===== config.mk =====
export PLATFORM = sky130hd
export DESIGN_NAME = bfp16_multiplier
export DESIGN_NICKNAME = d
export VERILOG_FILES = /design/src/rtl/bfp16_multiplier.sv
export SDC_FILE = /design/constraint.sdc
export NUM_CORES = 1
export LEC_CHECK = 0
export CAP_MARGIN = 10
export CORE_ASPECT_RATIO = 1.75
export CORE_MARGIN = 1
export CORE_UTILIZATION = 50
export CTS_BUF_LIST = sky130_fd_sc_hd__clkbuf_16
export CTS_CLUSTER_DIAMETER = 120
export DETAILED_ROUTE_END_ITERATION = 10
export GPL_ROUTABILITY_DRIVEN = 0
export GPL_TIMING_DRIVEN = 1
export PLACE_DENSITY = 0.75
export SYNTH_ARGS = -nofsm -noshare
export SYNTH_HDL_FRONTEND = slang
export SYNTH_SLANG_ARGS = --single-unit

===== constraint.sdc =====
create_clock -name clk -period 9.3 [get_ports clk]
set_clock_uncertainty 0.15 [all_clocks]
set_input_delay 1.395 -clock clk [delete_from_list [all_inputs] [get_ports clk]]
set_output_delay 1.395 -clock clk [all_outputs]
set_load 0.05 [all_outputs]

===== src/rtl/bfp16_multiplier.sv =====
// bfp16_multiplier: 3-cycle pipelined bfloat16 multiplier, RNE rounding, denormals flushed to zero
// Ports: clk, rst (async, active-high), stall (freezes every stage), in_valid/A/B (operand pair),
//        out_valid/O (registered product, valid 3 unstalled edges after the operands are sampled)
module bfp16_multiplier #(
  parameter int DATA_TYPE = 16
) (
  input  logic                 clk,
  input  logic                 rst,
  input  logic                 stall,
  input  logic                 in_valid,
  input  logic [DATA_TYPE-1:0] A,
  input  logic [DATA_TYPE-1:0] B,
  output logic                 out_valid,
  output logic [DATA_TYPE-1:0] O
);
  logic [15:0] a_q, a_d, b_q, b_d;
  logic        v0_q, v0_d;
  logic        v1_q, v1_d, s1_q, s1_d, nan1_q, nan1_d, inf1_q, inf1_d, zero1_q, zero1_d;
  logic [9:0]  e1_q, e1_d;
  logic [15:0] p1_q, p1_d;
  logic        v2_q, v2_d, s2_q, s2_d, nan2_q, nan2_d, inf2_q, inf2_d, zero2_q, zero2_d;
  logic [9:0]  e2_q, e2_d;
  logic [6:0]  m2_q, m2_d;
  logic        v3_q, v3_d;
  logic [15:0] o_q, o_d;
  logic        a_zero, b_zero, a_inf, b_inf, a_nan, b_nan;
  logic        norm, guard, sticky;
  logic [6:0]  man;
  logic [7:0]  rnd;
  always_comb begin
    a_d     = A;
    b_d     = B;
    v0_d    = in_valid;
    a_zero  = a_q[14:7] == 8'h00;
    b_zero  = b_q[14:7] == 8'h00;
    a_inf   = (&a_q[14:7]) & ~(|a_q[6:0]);
    b_inf   = (&b_q[14:7]) & ~(|b_q[6:0]);
    a_nan   = (&a_q[14:7]) & (|a_q[6:0]);
    b_nan   = (&b_q[14:7]) & (|b_q[6:0]);
    v1_d    = v0_q;
    s1_d    = a_q[15] ^ b_q[15];
    e1_d    = {2'b0, a_q[14:7]} + {2'b0, b_q[14:7]} - 10'd127;
    p1_d    = {8'b0, 1'b1, a_q[6:0]} * {8'b0, 1'b1, b_q[6:0]};
    nan1_d  = a_nan | b_nan | (a_inf & b_zero) | (b_inf & a_zero);
    inf1_d  = a_inf | b_inf;
    zero1_d = a_zero | b_zero;
    norm    = p1_q[15];
    man     = norm ? p1_q[14:8] : p1_q[13:7];
    guard   = norm ? p1_q[7] : p1_q[6];
    sticky  = norm ? |p1_q[6:0] : |p1_q[5:0];
    // a carry out of the 7-bit mantissa leaves rnd[6:0] at zero, so only the exponent needs bumping
    rnd     = {1'b0, man} + {7'b0, guard & (sticky | man[0])};
    v2_d    = v1_q;
    s2_d    = s1_q;
    e2_d    = e1_q + {9'b0, norm} + {9'b0, rnd[7]};
    m2_d    = rnd[6:0];
    nan2_d  = nan1_q;
    inf2_d  = inf1_q;
    zero2_d = zero1_q;
    v3_d    = v2_q;
    o_d     = nan2_q                      ? 16'h7FC0 :
              inf2_q                      ? {s2_q, 8'hFF, 7'h0} :
              zero2_q                     ? {s2_q, 15'h0} :
              ($signed(e2_q) >= 10'sd255) ? {s2_q, 8'hFF, 7'h0} :
              ($signed(e2_q) <= 10'sd0)   ? {s2_q, 15'h0} :
                                            {s2_q, e2_q[7:0], m2_q};
  end
  always_ff @(posedge clk or posedge rst) begin
    if (rst) begin
      a_q <= '0; b_q <= '0; v0_q <= 1'b0;
      v1_q <= 1'b0; s1_q <= 1'b0; e1_q <= '0; p1_q <= '0; nan1_q <= 1'b0; inf1_q <= 1'b0; zero1_q <= 1'b0;
      v2_q <= 1'b0; s2_q <= 1'b0; e2_q <= '0; m2_q <= '0; nan2_q <= 1'b0; inf2_q <= 1'b0; zero2_q <= 1'b0;
      v3_q <= 1'b0; o_q <= '0;
    end else if (!stall) begin
      a_q <= a_d; b_q <= b_d; v0_q <= v0_d;
      v1_q <= v1_d; s1_q <= s1_d; e1_q <= e1_d; p1_q <= p1_d; nan1_q <= nan1_d; inf1_q <= inf1_d; zero1_q <= zero1_d;
      v2_q <= v2_d; s2_q <= s2_d; e2_q <= e2_d; m2_q <= m2_d; nan2_q <= nan2_d; inf2_q <= inf2_d; zero2_q <= zero2_d;
      v3_q <= v3_d; o_q <= o_d;
    end
  end
  assign out_valid = v3_q;
  assign O         = o_q;
endmodule

==> flow_metrics.py <==
metrics = {
    "power": {
        "ir_drop_v": 0.000134,
        "p_sw_mw": 0.951,
        "seqPwrFrac": 0.316,
        "clkPwrFrac": 0.173,
        "p_comb_frac": 0.511,
        "cellPowerDensity_nw_per_um2": 284,
        "p_int_mw": 1.27,
        "p_sw_frac": 0.429,
        "finalPower_mw": 2.22,
        "leakage_nw": 3.63,
    },
    "floorplan": {
        "die_y_um": 157,
        "ios": 53,
        "row_count": 56,
        "die_area_um2": 14200,
        "die_w_um": 90.4,
        "initial_core_util": 0.511,
        "core_area_um2": 13400,
    },
    "clock_tree": {
        "post_cts_resized": 0,
        "path_clk_slew_ns": 0.07,
        "ctsHoldBuffers": 0,
        "clock_path_buffers": 2,
        "cts_sinks": 103,
        "cts-root-buf": "clkbuf_16",
        "cts_setup_buffers": 0,
        "cts_tree": "done",
        "htreeDepth": 3,
        "cts_made_buffers": 9,
        "clock_latency_ns": 0.34,
    },
    "synthesis": {
        "netlist_area_um2": 6840,
        "synth_cell_types": 56,
        "async_flop_share": 1.00,
        "avgSynthCellArea_um2": 10.1,
        "synth_ff_type": "dfrtp_1",
        "yosysMostFrequentCell": "dfrtp_1",
        "ys_seq_area_frac": 0.377,
        "netlist_top_cells_count": "103 x dfrtp_1, 83 x inv_1, 77 x nand2_1",
        "ys_ff_latch": 103,
        "synth-edff-count": 0,
        "ys_warn_count": 0,
        "syn_inst": 677,
        "synth_top_cell_by_area": "dfrtp_1",
        "synth.area.top_cells": "dfrtp_1 38%, fa_1 11%, ha_1 9.5%, mux2_2 7.7%, inv_1 4.6%",
        "syn-num-nets": 803,
        "synth_top_area_frac": 0.377,
    },
    "drt": {
        "routedWlPerCell_um": 14.9,
        "vias": 4944,
        "wirelength_mm": 13.4,
        "drc_errors": 0,
        "drt_pre_antenna_iters": 5,
        "ant_nets": 0,
        "via_per_inst": 5.48,
        "drt_iter0_drc": 174,
    },
    "setup_path": {
        "crit_arrival_ns": 4.74,
        "critPathLaunchType": "flip-flop",
        "crit_type": "flip-flop to flip-flop",
        "end_kind": "flip-flop",
        "worstRegToRegCells": 16,
        "cp_max_fo": 6,
        "required_ns": 9.39,
    },
    "worst_hold_path": {
        "hold_class": "flip-flop to flip-flop",
        "whs_path_depth": 2,
    },
    "global_routing": {
        "grt_pass1_wl_mm": 23.0,
        "grt_max_degree": 89,
        "antenna_found_initial": 0,
        "track_usage": 0.203,
        "overflow": 0,
        "grt_pass1_vias": 5048,
    },
    "sta": {
        "rsz0062_at_grt": "no",
        "fin_crit_ns": 4.65,
        "fin_crit_sh": 0.500,
        "slew_violations": 0,
        "relSlewSlack": 0.270,
        "worst_slew_pin_slew_ns": 1.10,
        "timing.setup.tns_ns": 0,
        "hold_violations": 0,
        "clock.fmax_mhz": 215,
        "setup_viol": 0,
    },
    "layout": {
        "fin_nets": 850,
        "final_cell_area_um2": 7820,
        "drive_gt1_frac": 0.112,
        "area_growth_pct": 14.3,
        "nFillCells": 1119,
        "diodes": 0,
    },
    "run": {
        "cap_violations": 0,
    },
    "placement": {
        "place.port_buffers": 52,
        "dp.final_hpwl_mm": 10.4,
        "postPlaceCellArea_um2": 7520,
    },
    "outcome": {
        "status": "completed",
    },
}
sequential cells by signal, summed over array words and instances, names as in the netlist:
register   cells
zero1_q        1
v0_q           1
p1_q          16
nan1_q         1
b_q           16
out_valid      1
inf2_q         1
s2_q           1
nan2_q         1
O             16
m2_q           7
e1_q          10
e2_q          10
v2_q           1
s1_q           1
v1_q           1
zero2_q        1
a_q           16
inf1_q         1
metal layers:
layer,up-vias,part of all wire,GRT usage
li1,2388,-,-
met2,120,0.55,0.381
met1,2401,0.39,0.226
met3,35,0.025,0.0248
met5,-,0,0
met4,0,0.033,0.0983
final cells by class:
type	count	area [µm²]	share of cell area
clock buffer	9	225	0.0288
clock inverter	7	77.6	0.00992
inverter	85	322	0.0411
multi-input combinational	471	3870	0.495
sequential	103	2580	0.329
tap	174	218	0.0278
timing repair buffer	54	533	0.0681
per-stage QoR:
stage | std cells | utilization | hold WS, ns | setup slack (ns)
2_1_floorplan | 677 | - | 0.293 | 5.00
3_3_place_gp | 887 | 0.562 | 0.308 | 4.82
3_5_place_dp | 887 | 0.562 | 0.314 | 4.66
4_1_cts | 903 | 0.585 | 0.335 | 4.66
5_1_grt | 903 | 0.585 | 0.351 | 4.34
6_report | 903 | 0.585 | 0.337 | 4.65
path summary, 6_finish.rpt:
path	endpoint	slack, ns	from
worst max-delay path	p1_q[15]	4.65	b_q[4]
worst min-delay path	m2_q[5]	0.34	m2_q[5]
worst max register to register	p1_q[15]	4.65	b_q[4]
worst min register to register	m2_q[5]	0.34	m2_q[5]
max in group asynchronous	a_q[3]	6.48	rst
min in group asynchronous	m2_q[3]	1.17	rst
critical path, stage by stage (launching register included):
cell and delay, ns:
dfrtp_1 0.44, inv_1 0.19, nor2_1 0.11, fa_1 0.54, inv_1 0.05, fa_1 0.48, inv_1 0.06, fa_1 0.52
inv_1 0.05, fa_1 0.52, inv_1 0.04, ha_1 0.33, o211ai_1 0.10, a21oi_1 0.30, o21ai_1 0.14, mux2_1 0.33
a221oi_1 0.21
cell families after synthesis:
kind of cell,Yosys count,synth area share
simple gates,181,0.131
compound gates,126,0.116
buf+inv,103,0.0576
flops,103,0.377
fa+ha+maj,90,0.206
mux,49,0.0805
xor+xnor,25,0.0320
cells in the final DEF, fill, tap and decap left out, types with 6 or more instances in the layout:
cell type,instances
xor2_1,17
o21ai_0,43
a22o_1,6
nand2_1,77
clkbuf_16,9
inv_1,82
nor4_1,6
nand3_1,9
fa_1,38
a2bb2oi_1,6
a21o_1,6
clkdlybuf4s50_1,51
a21oi_1,30
ha_1,52
and2_2,6
mux2_2,47
nand4_1,6
nor2_1,30
and2_1,21
dfrtp_1,103
xnor2_1,8
power groups by stage:
stage / Sequential [mW] / Clock [mW] / Combinational [mW]
after floorplan: 0.740 / 0 / 0.823
after global placement: 0.699 / 0 / 1.09
after detailed placement: 0.708 / 0 / 1.14
after CTS: 0.700 / 0.392 / 1.14
after global routing: 0.722 / 0.413 / 1.30
final: 0.702 / 0.384 / 1.13
No activity file was read; power rests on OpenSTA's default activity.
